===== src/rtl/hazard_pkg.sv =====
// Shared scoreboard entry type, forward-select encoding and default parameters for the hazard unit.
package hazard_pkg;

    localparam int REG_AW_DEF     = 5;
    localparam int NSTAGE_DEF     = 3;
    localparam int LOAD_STAGE_DEF = 2;
    localparam int BR_STAGE_DEF   = 2;

    // Scoreboard rd field is sized for register addresses up to 8 bits; narrower ones are zero-extended.
    localparam int SB_RD_W = 8;

    localparam int FWD_RF = 0;

    typedef struct packed {
        logic               valid;
        logic [SB_RD_W-1:0] rd;
        logic               regwrite;
        logic               memread;
    } sb_entry_t;

    localparam sb_entry_t SB_BUBBLE = '0;

endpackage


===== src/rtl/hazard_match.sv =====
// Purpose: compare one ID source address against one scoreboard entry.
// Latency: purely combinational.
// Backpressure: none; consumed by the hazard unit's stall/forward logic.
module hazard_match
    import hazard_pkg::*;
#(
    parameter int REG_AW = REG_AW_DEF
) (
    input  logic [REG_AW-1:0] src,
    input  logic              src_used,
    input  sb_entry_t         entry,
    output logic              hit,
    output logic              load_hit
);

    logic [SB_RD_W-1:0] src_ext;

    always_comb begin
        src_ext             = '0;
        src_ext[REG_AW-1:0] = src;
    end

    // x0 is hardwired, so it never creates a dependency.
    assign hit      = src_used && (src != '0) && entry.valid && entry.regwrite && (entry.rd == src_ext);
    assign load_hit = hit && entry.memread;

endmodule


===== src/rtl/hazard_unit_p.sv =====
// Purpose: pipeline hazard detection (load-use stall, redirect flush) and registered EX forward selects.
// Latency: stall/flush combinational from ID inputs; forward selects valid the cycle after ID acceptance.
// Backpressure: stall holds PC and IF/ID and bubbles EX; flush overrides stall.
module hazard_unit_p
    import hazard_pkg::*;
#(
    parameter int REG_AW     = REG_AW_DEF,
    parameter int NSTAGE     = NSTAGE_DEF,
    parameter int LOAD_STAGE = LOAD_STAGE_DEF,
    parameter int BR_STAGE   = BR_STAGE_DEF,
    parameter int SELW       = $clog2(NSTAGE)
) (
    input  logic              clk,
    input  logic              rstn,
    input  logic              id_valid,
    input  logic [REG_AW-1:0] id_rs1,
    input  logic [REG_AW-1:0] id_rs2,
    input  logic              id_rs1_used,
    input  logic              id_rs2_used,
    input  logic [REG_AW-1:0] id_rd,
    input  logic              id_regwrite,
    input  logic              id_memread,
    input  logic              br_taken,
    output logic              stall,
    output logic              flush,
    output logic [SELW-1:0]   fwd1_sel,
    output logic [SELW-1:0]   fwd2_sel,
    output logic [31:0]       stall_cnt,
    output logic [31:0]       flush_cnt
);

    function automatic logic [NSTAGE:1] load_mask();
        logic [NSTAGE:1] m;
        for (int k = 1; k <= NSTAGE; k++) m[k] = (k < LOAD_STAGE);
        return m;
    endfunction

    localparam logic [NSTAGE:1] LOAD_MASK = load_mask();

    // Smallest matching slot wins; the select names the producer's slot as seen while the consumer was in ID.
    // A producer only in the last slot is already written through the register file.
    function automatic logic [SELW-1:0] youngest(input logic [NSTAGE:1] h);
        logic [SELW-1:0] sel;
        sel = SELW'(FWD_RF);
        for (int k = NSTAGE; k >= 1; k--) begin
            if (h[k]) sel = (k == NSTAGE) ? SELW'(FWD_RF) : SELW'(k);
        end
        return sel;
    endfunction

    sb_entry_t       sb_q [1:NSTAGE];
    sb_entry_t       sb_d [1:NSTAGE];
    sb_entry_t       id_entry;
    logic [NSTAGE:1] hit1;
    logic [NSTAGE:1] hit2;
    logic [NSTAGE:1] lhit1;
    logic [NSTAGE:1] lhit2;
    logic            accept;

    for (genvar k = 1; k <= NSTAGE; k++) begin : g_match
        hazard_match #(.REG_AW(REG_AW)) u_match1 (
            .src      (id_rs1),
            .src_used (id_rs1_used),
            .entry    (sb_q[k]),
            .hit      (hit1[k]),
            .load_hit (lhit1[k])
        );
        hazard_match #(.REG_AW(REG_AW)) u_match2 (
            .src      (id_rs2),
            .src_used (id_rs2_used),
            .entry    (sb_q[k]),
            .hit      (hit2[k]),
            .load_hit (lhit2[k])
        );
    end

    assign flush  = br_taken && rstn;
    assign stall  = id_valid && !flush && (|((lhit1 | lhit2) & LOAD_MASK));
    assign accept = id_valid && !stall && !flush;

    always_comb begin
        id_entry                = SB_BUBBLE;
        id_entry.valid          = 1'b1;
        id_entry.rd[REG_AW-1:0] = id_rd;
        id_entry.regwrite       = id_regwrite;
        id_entry.memread        = id_memread;
    end

    // Flush kills everything younger than the branch in BR_STAGE; the branch itself moves on.
    always_comb begin
        sb_d[1] = accept ? id_entry : SB_BUBBLE;
        for (int k = 2; k <= NSTAGE; k++) begin
            sb_d[k] = (flush && (k <= BR_STAGE)) ? SB_BUBBLE : sb_q[k-1];
        end
    end

    always_ff @(posedge clk or negedge rstn) begin
        if (!rstn) begin
            for (int k = 1; k <= NSTAGE; k++) sb_q[k] <= SB_BUBBLE;
            fwd1_sel  <= SELW'(FWD_RF);
            fwd2_sel  <= SELW'(FWD_RF);
            stall_cnt <= '0;
            flush_cnt <= '0;
        end else begin
            sb_q      <= sb_d;
            fwd1_sel  <= accept ? youngest(hit1) : SELW'(FWD_RF);
            fwd2_sel  <= accept ? youngest(hit2) : SELW'(FWD_RF);
            stall_cnt <= stall_cnt + 32'(stall);
            flush_cnt <= flush_cnt + 32'(flush);
        end
    end

endmodule

===== config.mk =====
export PLATFORM = sky130hd
export DESIGN_NAME = hazard_unit_p
export DESIGN_NICKNAME = d
export VERILOG_FILES = /design/src/rtl/hazard_pkg.sv /design/src/rtl/hazard_match.sv /design/src/rtl/hazard_unit_p.sv
export SDC_FILE = /design/constraint.sdc
export NUM_CORES = 1
export LEC_CHECK = 0
export BUFFER_PORTS_ARGS = -buffer_cell sky130_fd_sc_hd__clkbuf_2
export CORE_MARGIN = 5
export CORE_UTILIZATION = 45
export CTS_BUF_LIST = sky130_fd_sc_hd__clkbuf_8
export DETAILED_ROUTE_END_ITERATION = 7
export GPL_TIMING_DRIVEN = 0
export PLACE_DENSITY = 0.72
export SYNTH_ARGS = -nofsm -noshare
export SYNTH_HDL_FRONTEND = slang
export SYNTH_SLANG_ARGS = --single-unit

===== constraint.sdc =====
create_clock -name clk -period 8.5 [get_ports clk]
set_input_delay 0.425 -clock clk [delete_from_list [all_inputs] [get_ports clk]]
set_output_delay 0.425 -clock clk [all_outputs]
set_load 0.02 [all_outputs]

Word-level counts from Yosys, hierarchy flattened
Cells that the tools add are included.

word-level totals
  output and inout port bits = 70
  input port bits = 23
  word-level logic and storage cells = 51
  flip-flop bits (word level) = 89

cells by class
  bitwise logic cells = 1
  reduce and logical (&&, ||, !) cells = 25
  $add $sub $neg = 2
  equality and inequality tests = 4
  mux-type cells = 8

operators with widths
  operator           number
  $add 32x1->32      2
  $eq 8x5->1         4
  $mux 11            2
  $logic_and 1x1->1  21
  $mux 2             6
  $reduce_bool 5->1  2
  $logic_not 1->1    2
  $or 1x1->1         1

Depth between registers and ports, before layout
Gate-level depths: netlist of run 1.

  depth after elaboration = 12
  mapped depth = 13
  mapped depth without buffers = 12

By module
Synthesis of run 1 repeated with hierarchy kept, for this count alone.

second synthesis, totals
  cell total of the unflattened synthesis = 336
  area total of the unflattened synthesis = 3818.7 um^2

modules (own cells, without submodules)
  module         cells each  times used  seq. area each (um^2)  area each (um^2)
  hazard_unit_p  284         1           2102.0                 3423.3
  hazard_match   13          4           0.0                    98.8

Worst setup path before layout of run 1
Ideal clock, no wire load.

  path kind = input port to flip-flop
  start point = input port id_rs1[1]
  end point = register stall_cnt[28]
  setup slack = 5.706 ns
  path buffers = 1
  stages on the path = 13
  library setup time = 0.080 ns
  data arrival time = 2.714 ns
  data required time = 8.420 ns
  cell sequence = xnor2_1 > nand4_1 > nor3_1 > o21a_1 > buf_6 > and2_4 > ha_1 > ha_1 > inv_1 > nor4_4 > nand3_1 > nor2_1 > xor2_1

on the way
  cells in the longest elaborated chain, start to end = 9
  elaborated cells between the ends (all ways) = 10
  those cells by class = 1 x add/sub; 1 x eq/ne; 1 x bitwise; 7 x reduce/logical

ends and longest elaborated chain
  what                            line                  text
  start, declared                 hazard_unit_p.sv:16   input logic [REG_AW-1:0] id_rs1,
  $reduce_bool 5->1               --
  $logic_and 1x1->1               --
  $logic_and 1x1->1 (2 in a row)  hazard_match.sv:24    assign hit = src_used && (src != '0) && entry.valid && entry.regwrite && (entry.rd == src_ext);
  $logic_and 1x1->1 (*)           hazard_match.sv:24
  $logic_and 1x1->1 (*)           hazard_match.sv:25    assign load_hit = hit && entry.memread;
  $or 1x1->1 (*)                  hazard_unit_p.sv:78   assign stall = id_valid && !flush && (|((lhit1 | lhit2) & LOAD_MASK));
  $logic_and 1x1->1 (*)           hazard_unit_p.sv:78
  named net stall                 hazard_unit_p.sv:24   output logic stall,
  $add 32x1->32 (*)               hazard_unit_p.sv:108  stall_cnt <= stall_cnt + 32'(stall);
  end signal, assigned            hazard_unit_p.sv:108
  end, declared                   hazard_unit_p.sv:28   output logic [31:0] stall_cnt,

Mark *: on every way through the listed nets, which the timed path passes. The rest lies on a longest branch.

Worst setup path after layout of run 1
  start point = register sb_q[26] (netlist bit)
  end point = register stall_cnt[28]

on the way
  cells in the longest elaborated chain, start to end = 6
  elaborated cells between the ends (all ways) = 9
  those cells by class = 1 x add/sub; 2 x eq/ne; 1 x bitwise; 5 x reduce/logical

ends and longest elaborated chain
  what                    line                  text
  start, declared         hazard_unit_p.sv:51   sb_entry_t sb_q [1:NSTAGE];
  start signal, assigned  hazard_unit_p.sv:105  sb_q <= sb_d;
  $eq 8x5->1              hazard_match.sv:24
  $logic_and 1x1->1       hazard_match.sv:24
  $logic_and 1x1->1       hazard_match.sv:25
  $or 1x1->1 (*)          hazard_unit_p.sv:78
  $logic_and 1x1->1 (*)   hazard_unit_p.sv:78
  $add 32x1->32 (*)       hazard_unit_p.sv:108

Every way passes the cells marked *; elsewhere a longest branch is shown, timed or not.

==> results of run 1 <==
==> sequential cells by signal, summed over array words and instances, names as in the netlist <==
signal     count
flush_cnt     32
fwd1_sel       2
fwd2_sel       2
sb_d           7
sb_q           8
stall_cnt     32
==> cell families after synthesis <==
| kind of cell | count (synthesis) |
|---|---|
| simple gates | 143 |
| flops | 83 |
| xor+xnor | 80 |
| buf+inv | 8 |
| compound gates | 5 |
| fa+ha+maj | 4 |
==> worst max-delay path: cells and delay by family (launching register included) <==
kind | cells | cell delay [ns]
adders and majority gates | 2 | 0.47
xor gates and xnor gates | 2 | 0.34
DFF | 1 | 0.43
AOI/OAI and AO/OA | 1 | 0.21
and+or+nand+nor | 6 | 1.49
buffers and inverters | 2 | 0.23
==> routing by layer <==
| metal | part of all wire | vias to the layer above |
|---|---|---|
| met2 | 0.47 | 69 |
| li1 | - | 1310 |
| met1 | 0.46 | 1308 |
| met3 | 0.048 | 11 |
| met5 | 0 | - |
| met4 | 0.019 | 0 |
==> cell usage after synthesis <==
library cell,instances,area share
a2111oi_1,2,0.0054
and2_1,12,0.020
and2_4,1,0.0024
and3_1,7,0.012
and4_1,8,0.019
buf_2,1,0.0013
buf_6,1,0.0030
dfrtp_1,83,0.56
ha_1,4,0.013
inv_1,6,0.0060
nand2_1,29,0.029
nand3_1,23,0.031
nand3_2,1,0.0027
nand4_1,20,0.034
nand4_2,1,0.0034
nand4_4,1,0.0057
nor2_1,23,0.023
nor3_1,9,0.012
nor3_2,1,0.0027
nor3b_1,2,0.0040
nor4_1,1,0.0017
nor4_4,2,0.011
o21a_1,1,0.0020
o21ai_2,2,0.0047
or4_1,2,0.0040
xnor2_1,54,0.13
xor2_1,26,0.061
==> power groups by stage <==
stage | clock network [mW] | logic (mW) | registers [mW]
after floorplan | 0 | 0.0252 | 0.452
after global placement | 0 | 0.0766 | 0.438
after detailed placement | 0 | 0.0799 | 0.439
final | 0.297 | 0.0783 | 0.431
after CTS | 0.308 | 0.0800 | 0.431
after global routing | 0.323 | 0.0874 | 0.434
==> through the flow <==
stage / hold slack, ns / power (mW) / cells / worst slack [ns]
3_3_place_gp: 0.461 / 0.515 / 520 / 4.00
2_1_floorplan: 0.129 / 0.477 / 323 / 5.71
6_report: 0.0407 / 0.805 / 537 / 5.25
4_1_cts: 0.0309 / 0.819 / 537 / 5.24
3_5_place_dp: 0.405 / 0.519 / 521 / 5.18
5_1_grt: 0.0545 / 0.845 / 537 / 4.93
==> area by class of cell <==
class / count / share of cell area
flip-flops and latches: 83 / 0.456
plain buffers: 2 / 0.00357
multi-input cells: 232 / 0.353
inverters: 6 / 0.00495
clock buffers: 9 / 0.0272
well taps: 105 / 0.0289
repair buffers: 93 / 0.108
clock inverters: 7 / 0.0187
==> worst paths after layout <==
| path | from | slack, ns | depth (start not counted) | endpoint |
|---|---|---|---|---|
| max in group asynchronous | rstn | 7.86 | 2 | stall_cnt[13] |
| worst max register to register | sb_q[26] | 5.25 | 13 | stall_cnt[28] |
| worst max-delay path | sb_q[26] | 5.25 | 13 | stall_cnt[28] |
| worst min register to register | flush_cnt[31] | 0.47 | 1 | flush_cnt[31] |
| worst min-delay path | rstn | 0.04 | 1 | sb_q[28] |
| min in group clk | id_rd[4] | 0.27 | 3 | sb_q[28] |
==> flow_metrics.py, run 1 <==
metrics = {
    "global_routing": {
        "grt_overflow": 0,
        "use_met3": 0.0298,
        "grt_use_total": 0.157,
        "antenna_found_initial": 0,
        "grtUsageMet1": 0.212,
        "grt_max_degree": 59,
        "grt_pass1_wl_um": 12900,
        "grt_pass1_vias": 2811,
        "use_met2": 0.252,
        "grt-busiest-layer": "met2",
    },
    "sta": {
        "fmax_mhz": 308,
        "worst_pin_slew_ns": 0.606,
        "finalCriticalPeriod_ns": 3.25,
        "fin_crit_sh": 0.382,
        "rsz0062_at_grt": "no",
        "maxSlewHeadroom": 0.594,
        "hold_viol": 0,
        "setup_viol": 0,
        "fin_skew_ns": 0.0105,
        "setup_tns_ns": 0,
        "drv_slew": 0,
    },
    "die": {
        "die_area_um2": 10200,
        "rows": 33,
        "pin_count": 93,
        "placeableCoreArea_um2": 8130,
        "initial_utilization": 0.458,
        "die_w_um": 101,
        "die_y_um": 101,
    },
    "routing": {
        "num_vias": 2698,
        "drtIter0Drc": 65,
        "routed_wl_um": 7640,
        "drt_drc_violations_left": 0,
        "drt-wirelength-per-cell_um": 14.2,
        "drtAntennaViolNets": 0,
        "vias_per_cell": 5.02,
        "first_pass_iters": 4,
    },
    "finish": {
        "multi_input_area_um2": 1610,
        "regArea_um2": 2080,
        "drive_gt1_frac": 0.273,
        "antenna_cells": 0,
        "most-common-layout-cells": "clkbuf_2 (91), dfrtp_1 (83), xnor2_1 (54)",
        "nFillCells": 719,
        "design_area_um2": 4550,
        "final_nets": 454,
        "syn_to_final_growth_pct": 22.3,
        "mostFrequentLayoutCell": "clkbuf_2",
        "postLayoutCoreUtil": 0.560,
    },
    "yosys": {
        "synthCells": 323,
        "synth_nets": 350,
        "yosys_warnings": 0,
        "synthSimpleGateAreaFrac": 0.218,
        "synth_top_family_by_area": "simple AND/OR/NAND/NOR gates",
        "ys_types": 27,
        "synthAdderAreaFrac": 0.0134,
        "synth_seq_cells": 83,
        "synthXorXnorAreaFrac": 0.188,
        "syn_area_per_cell_um2": 11.5,
        "synth-seq-area-share": 0.558,
        "muxShareOfSynthArea": 0,
        "synth_compound_area_frac": 0.0121,
        "netlist_area_um2": 3720,
    },
    "worst_setup_path": {
        "crit_arrival_ns": 3.52,
        "cp-end-kind": "flip-flop",
        "critPathSlowestCell": "nor4_4",
        "crit_type": "flip-flop to flip-flop",
        "cpMostUsedCell": "ha_1",
        "crit_path_start_kind": "flip-flop",
        "slowest_delay_ns": 0.46,
        "cp_max_fo": 9,
        "path_cells": "xnor2_1 -> nand4_1 -> nor3_1 -> o21a_1 -> buf_6 -> and2_4 -> ha_1 -> ha_1 -> inv_1 -> nor4_4 -> nand3_1 -> nor2_1 -> xor2_1",
        "required_ns": 8.77,
    },
    "clock_tree": {
        "hold_buffers": 0,
        "cts_buffers": 9,
        "cts_buffer_depth": 2,
        "cts.sinks": 83,
        "cts_setup_buffers": 0,
        "cts_tree": "yes",
        "clock_latency_ns": 0.34,
        "clockRootBuffer": "clkbuf_8",
        "htreeDepth": 3,
        "clk_pin_slew_ns": 0.08,
        "ctsResizeCount": 0,
    },
    "min_path": {
        "hold_class": "input pin to asynchronous set/reset pin",
    },
    "pwr": {
        "p_per_area_nw_per_um2": 177,
        "cellInternalPower_mw": 0.604,
        "p_comb_frac": 0.097,
        "leakagePower_nw": 2.32,
        "switching_share": 0.250,
        "p_clk_frac": 0.368,
        "irDropWorstVdd_v": 0.0000951,
        "p_sw_mw": 0.201,
        "seqPwrFrac": 0.535,
    },
    "placement": {
        "port_buffers": 92,
        "globalplace.congestion": 0.841,
        "placed_area_um2": 4340,
        "dp_hpwl_um": 5830,
    },
    "status": {
        "outcome": "finished clean",
    },
    "job": {
        "maxCapViolations": 0,
    },
}
(Power assumes the default switching activity.)
==> run 2: changes to the inputs <==
clock period = 3.22 ns   (was 8.5 ns; I/O delays follow)
==> run 2 against run 1 <==
Sequential share of layout area down 0.67 points. Via count grew 0.78%. Highest routed layer unchanged. Clock power increased to 2.6 times the previous value. Largest power group unchanged.
==> flow_metrics.py, run 2 (same netlist as run 1, synthesis figures left out) <==
metrics = {
    "status": {
        "outcome": "finished clean",
    },
    "global_routing": {
        "grt_overflow": 0,
        "grt_pass1_wl_um": 13000,
        "antenna_found_initial": 0,
        "grt_use_total": 0.159,
        "grt_pass1_vias": 2825,
        "grt_max_degree": 59,
    },
    "pwr": {
        "irDropWorstVdd_v": 0.000251,
        "p_clk_frac": 0.367,
        "leakagePower_nw": 2.35,
        "cellInternalPower_mw": 1.60,
        "p_per_area_nw_per_um2": 462,
        "seqPwrFrac": 0.533,
        "switching_share": 0.251,
        "p_comb_frac": 0.099,
        "p_sw_mw": 0.535,
    },
    "clock_tree": {
        "clock_latency_ns": 0.34,
        "cts_tree": "yes",
        "cts_buffers": 9,
        "htreeDepth": 3,
        "cts_buffer_depth": 2,
        "clockRootBuffer": "clkbuf_8",
        "clk_pin_slew_ns": 0.08,
        "cts.sinks": 83,
    },
    "die": {
        "initial_utilization": 0.458,
        "pin_count": 93,
        "rows": 33,
        "die_y_um": 101,
        "die_area_um2": 10200,
        "die_w_um": 101,
        "placeableCoreArea_um2": 8130,
    },
    "job": {
        "maxCapViolations": 0,
    },
    "worst_setup_path": {
        "crit_arrival_ns": 3.16,
        "critPathSlowestCell": "dfrtp_1",
        "cp_max_fo": 9,
        "crit_path_start_kind": "flip-flop",
        "cpMostUsedCell": "ha_1",
        "cp-end-kind": "flip-flop",
        "slowest_delay_ns": 0.43,
        "path_cells": "xnor2_1 -> nand4_1 -> nor3_2 -> o21a_1 -> buf_6 -> and2_4 -> ha_1 -> ha_1 -> inv_1 -> nor4_4 -> buf_4 -> nand3_1 -> nor2_1 -> xor2_1",
        "required_ns": 3.49,
        "crit_type": "flip-flop to flip-flop",
    },
    "sta": {
        "finalCriticalPeriod_ns": 2.90,
        "hold_viol": 0,
        "rsz0062_at_grt": "no",
        "worst_pin_slew_ns": 0.608,
        "maxSlewHeadroom": 0.593,
        "fin_skew_ns": 0.0122,
        "drv_slew": 0,
        "fin_crit_sh": 0.900,
        "fmax_mhz": 345,
        "setup_viol": 0,
    },
    "routing": {
        "num_vias": 2719,
        "met3_length_um": 357,
        "highest_layer": "met4",
        "drt_drc_violations_left": 0,
        "met1Wirelength_um": 3600,
        "routed_wl_um": 7760,
        "drtAntennaViolNets": 0,
        "drtIter0Drc": 56,
        "vias_per_cell": 5.01,
        "drt-wirelength-per-cell_um": 14.3,
        "wl_met2_um": 3660,
        "first_pass_iters": 4,
    },
    "finish": {
        "finalNonFillerCells": 543,
        "postLayoutCoreUtil": 0.568,
        "final_nets": 460,
        "antenna_cells": 0,
        "top_regs": "flush_cnt x32, stall_cnt x32, sb_q x8",
        "mostFrequentLayoutCell": "clkbuf_2",
        "syn_to_final_growth_pct": 24.1,
        "drive_gt1_frac": 0.281,
        "most-common-layout-cells": "clkbuf_2 (91), dfrtp_1 (83), xnor2_1 (54)",
    },
    "placement": {
        "dp_hpwl_um": 5830,
        "placed_cells": 521,
        "port_buffers": 92,
        "globalplace.congestion": 0.841,
    },
    "min_path": {
        "hold_class": "input pin to flip-flop",
    },
}
==> run 2: final timing paths <==
kind,start,to,slack [ns],cells past startpoint
setup / recovery,sb_q[26],stall_cnt[28],0.32,14
hold / removal,id_rd[0],sb_q[24],0.02,3
setup reg to reg,sb_q[26],stall_cnt[28],0.32,14
hold reg to reg,flush_cnt[31],flush_cnt[31],0.47,1
max in group asynchronous,rstn,stall_cnt[13],2.29,3
min in group asynchronous,rstn,sb_q[22],0.33,2
==> run 2: layout make-up <==
class	count	area (um2)
Tap cell	105	131
Fill cell	712	3510
Timing Repair Buffer	99	546
Clock buffer	9	124
Clock inverter	7	85.1
Sequential cell	83	2080
Multi-Input combinational cell	232	1620
Buffer	2	16.3
Inverter	6	22.5
==> run 2: metrics by stage <==
step	cell area (um2)	TNS [ns]	total power [mW]	hold slack (ns)	setup WS, ns
floorplan	3720	0	1.26	-0.135	0.432
global route	4620	0	2.23	0.0164	0.0386
finish	4620	0	2.13	0.0238	0.323
detailed placement	4340	0	1.37	0.141	0.0128
CTS	4600	0	2.17	0.00345	0.0239
global placement	4310	-41.19	1.36	0.357	-1.01
==> run 2: power by group through the flow <==
| stage | clock network (mW) | registers [mW] | logic [mW] |
|---|---|---|---|
| 2_1_floorplan | 0 | 1.19 | 0.0665 |
| 3_3_place_gp | 0 | 1.16 | 0.202 |
| 3_5_place_dp | 0 | 1.16 | 0.211 |
| 4_1_cts | 0.814 | 1.14 | 0.215 |
| 5_1_grt | 0.853 | 1.15 | 0.236 |
| 6_report | 0.784 | 1.14 | 0.212 |
==> run 2: metal layers <==
| layer | global-route usage | vias up |
|---|---|---|
| li1 | - | 1326 |
| met1 | 0.214 | 1316 |
| met2 | 0.255 | 66 |
| met3 | 0.0291 | 11 |
| met4 | 0.0624 | 0 |
| met5 | 0 | - |
==> run 2: critical path: cells and delay by family (launching register included) <==
kind            cells  cell delay, ns
simple gates        6            0.98
fa+ha+maj           2            0.47
flops               1            0.43
buf+inv             3            0.42
xor+xnor            2            0.34
compound gates      1            0.19
==> run 2: timing repair <==
action,CTS,global route
endpoints found under the hold margin,28,0
hold buffers,4,0
pin swaps,0,2
resized for setup,1,2
setup endpoints to repair,3,10
setup buffers,0,2
==> run 3: changes to the inputs <==
clock period = 2.7 ns   (was 3.22 ns; I/O delays follow)
==> run 3 against run 2 <==
The run now ends with negative setup slack left. Sequential power grew 19%. Die area unchanged. Sequential share of layout area down 2.7 points. Final area increased by 6.5%. Routed wire length increased by 2.4%. Via count grew 4.0%. Maximum frequency grew 4.9%. Cell count rose by 3.3%. Clock power is 30% higher. Critical path depth fell by 2. Global-route usage is 0.11 points higher. Critical endpoint is now stall_cnt[27].
==> flow_metrics.py, run 3 (same netlist as run 1, synthesis figures left out) <==
metrics = {
    "pwr": {
        "leakagePower_nw": 2.49,
        "p_sw_mw": 0.686,
        "p_clk_frac": 0.387,
        "p_per_area_nw_per_um2": 538,
        "cellInternalPower_mw": 1.96,
        "p_comb_frac": 0.100,
        "seqPwrFrac": 0.513,
        "irDropWorstVdd_v": 0.000419,
        "total_power_mw": 2.65,
        "switching_share": 0.259,
    },
    "clock_tree": {
        "clock_latency_ns": 0.35,
        "cts_buffers": 9,
        "cts_buffer_depth": 2,
        "htreeDepth": 3,
        "cts.sinks": 83,
        "clk_pin_slew_ns": 0.09,
        "cts_tree": "yes",
        "clockRootBuffer": "clkbuf_8",
    },
    "worst_setup_path": {
        "required_ns": 2.94,
        "rr_worst_depth": 12,
        "cp-end-kind": "flip-flop",
        "crit_type": "flip-flop to flip-flop",
        "path_cells": "xnor2_1 -> nand4_1 -> nor3_2 -> o21a_1 -> buf_6 -> and2_4 -> ha_4 -> nand2_4 -> nor4_4 -> and4_4 -> nand3_2 -> xnor2_2",
        "crit_arrival_ns": 3.00,
        "cp_max_fo": 5,
        "critPathSlowestCell": "dfrtp_1",
        "crit_path_start_kind": "flip-flop",
        "cp.depth": 12,
        "reg2reg_slack_ns": -0.06,
        "critPathTopFamily": "simple AND/OR/NAND/NOR gates",
        "slowest_delay_ns": 0.42,
        "path_buf_inv": 1,
    },
    "routing": {
        "num_vias": 2829,
        "routed_wl_um": 7940,
        "drtAntennaViolNets": 0,
        "first_pass_iters": 4,
        "drtIter0Drc": 62,
        "drt_drc_violations_left": 0,
        "vias_per_cell": 5.04,
        "drt-wirelength-per-cell_um": 14.2,
    },
    "sta": {
        "fin_skew_ns": 0.0153,
        "worst_pin_slew_ns": 0.611,
        "holdWs_ns": 0.0439,
        "drv_slew": 0,
        "rsz0062_at_grt": "yes",
        "finalCriticalPeriod_ns": 2.76,
        "setup_viol": 5,
        "maxSlewHeadroom": 0.591,
        "setup_tns_ns": -0.113,
        "fmax_mhz": 362,
        "hold_viol": 0,
        "fin_crit_sh": 1.02,
        "setup_ws_ns": -0.0616,
    },
    "placement": {
        "port_buffers": 92,
        "globalplace.congestion": 0.894,
        "pre_cts_ws_ns": -0.303,
        "dp_hpwl_um": 5700,
    },
    "finish": {
        "nFillCells": 657,
        "drive_gt1_frac": 0.342,
        "syn_to_final_growth_pct": 32.2,
        "antenna_cells": 0,
        "final_nets": 478,
        "mostFrequentLayoutCell": "clkbuf_2",
        "most-common-layout-cells": "clkbuf_2 (91), dfrtp_1 (83), xnor2_1 (53)",
        "postLayoutCoreUtil": 0.605,
        "top_regs": "flush_cnt x32, stall_cnt x32, sb_q x8",
    },
    "global_routing": {
        "grt_max_degree": 57,
        "grt_use_total": 0.160,
        "grt_overflow": 0,
        "grt_pass1_vias": 2791,
        "antenna_found_initial": 0,
        "grt_pass1_wl_um": 13100,
    },
    "status": {
        "violations": "negative setup slack",
        "outcome": "complete, but fails checks",
    },
    "die": {
        "rows": 33,
        "pin_count": 93,
        "die_w_um": 101,
        "initial_utilization": 0.458,
        "placeableCoreArea_um2": 8130,
        "die_area_um2": 10200,
        "die_y_um": 101,
    },
    "min_path": {
        "worstHoldPathCells": 3,
        "hold_class": "input pin to flip-flop",
    },
    "job": {
        "maxCapViolations": 0,
    },
}
run 3: cell count changes in the layout (fill, tap and decap cells not counted), moves of 3 or more:
cell           before  now
buf_4               2   13
dlygate4sd3_1       4    8
inv_1               8    5
nand3_1            23   20
nor2_1             23   18
nor2_2              0    3
run 3: power groups by stage:
stage / clock [mW] / combinational (mW) / sequential (mW)
finish: 1.02 / 0.265 / 1.36
global route: 1.11 / 0.295 / 1.37
CTS: 1.06 / 0.267 / 1.36
detailed placement: 0 / 0.253 / 1.38
global placement: 0 / 0.241 / 1.38
floorplan: 0 / 0.0800 / 1.42
run 3: layer usage:
layer	track usage	part of all wire	vias to the layer above
met4	0.0613	0.015	0
met3	0.0346	0.056	8
met1	0.222	0.46	1381
met5	0	0	-
met2	0.245	0.47	65
li1	-	-	1375
run 3: metrics by stage:
step / area, um2 / cells
finish: 4920 / 561
global placement: 4320 / 520
global route: 4920 / 561
CTS: 4740 / 549
floorplan: 3730 / 323
detailed placement: 4350 / 521
run 3: path summary, 6_finish.rpt:
path | start | endpoint
hold / removal | id_rs2_used | fwd2_sel[1]
min in group asynchronous | rstn | sb_d[6]
hold reg to reg | stall_cnt[31] | stall_cnt[31]
setup reg to reg | sb_q[27] | stall_cnt[27]
max in group asynchronous | rstn | stall_cnt[21]
setup / recovery | sb_q[27] | stall_cnt[27]
run 3: layout make-up:
cell class | count | area, um2 | share of cell area
plain buffers | 2 | 16.3 | 0.00331
flip-flops and latches | 83 | 2080 | 0.422
multi-input cells | 232 | 1730 | 0.351
inverters | 6 | 22.5 | 0.00458
repair buffers | 117 | 711 | 0.144
well taps | 105 | 131 | 0.0267
clock inverters | 6 | 96.3 | 0.0196
clock buffers | 10 | 138 | 0.0280
run 3: tightest hold or removal path, cell delays in order:
cell and delay, ns:
clkbuf_2 0.09, o21ai_2 0.07, a2111oi_1 0.06
run 3: repair_timing:
action	CTS	global route
hold buffers	9	0
buffers inserted	3	12
endpoints found under the hold margin	34	0
setup endpoints to repair	20	17
gates resized for setup	4	25
pin swaps	8	14
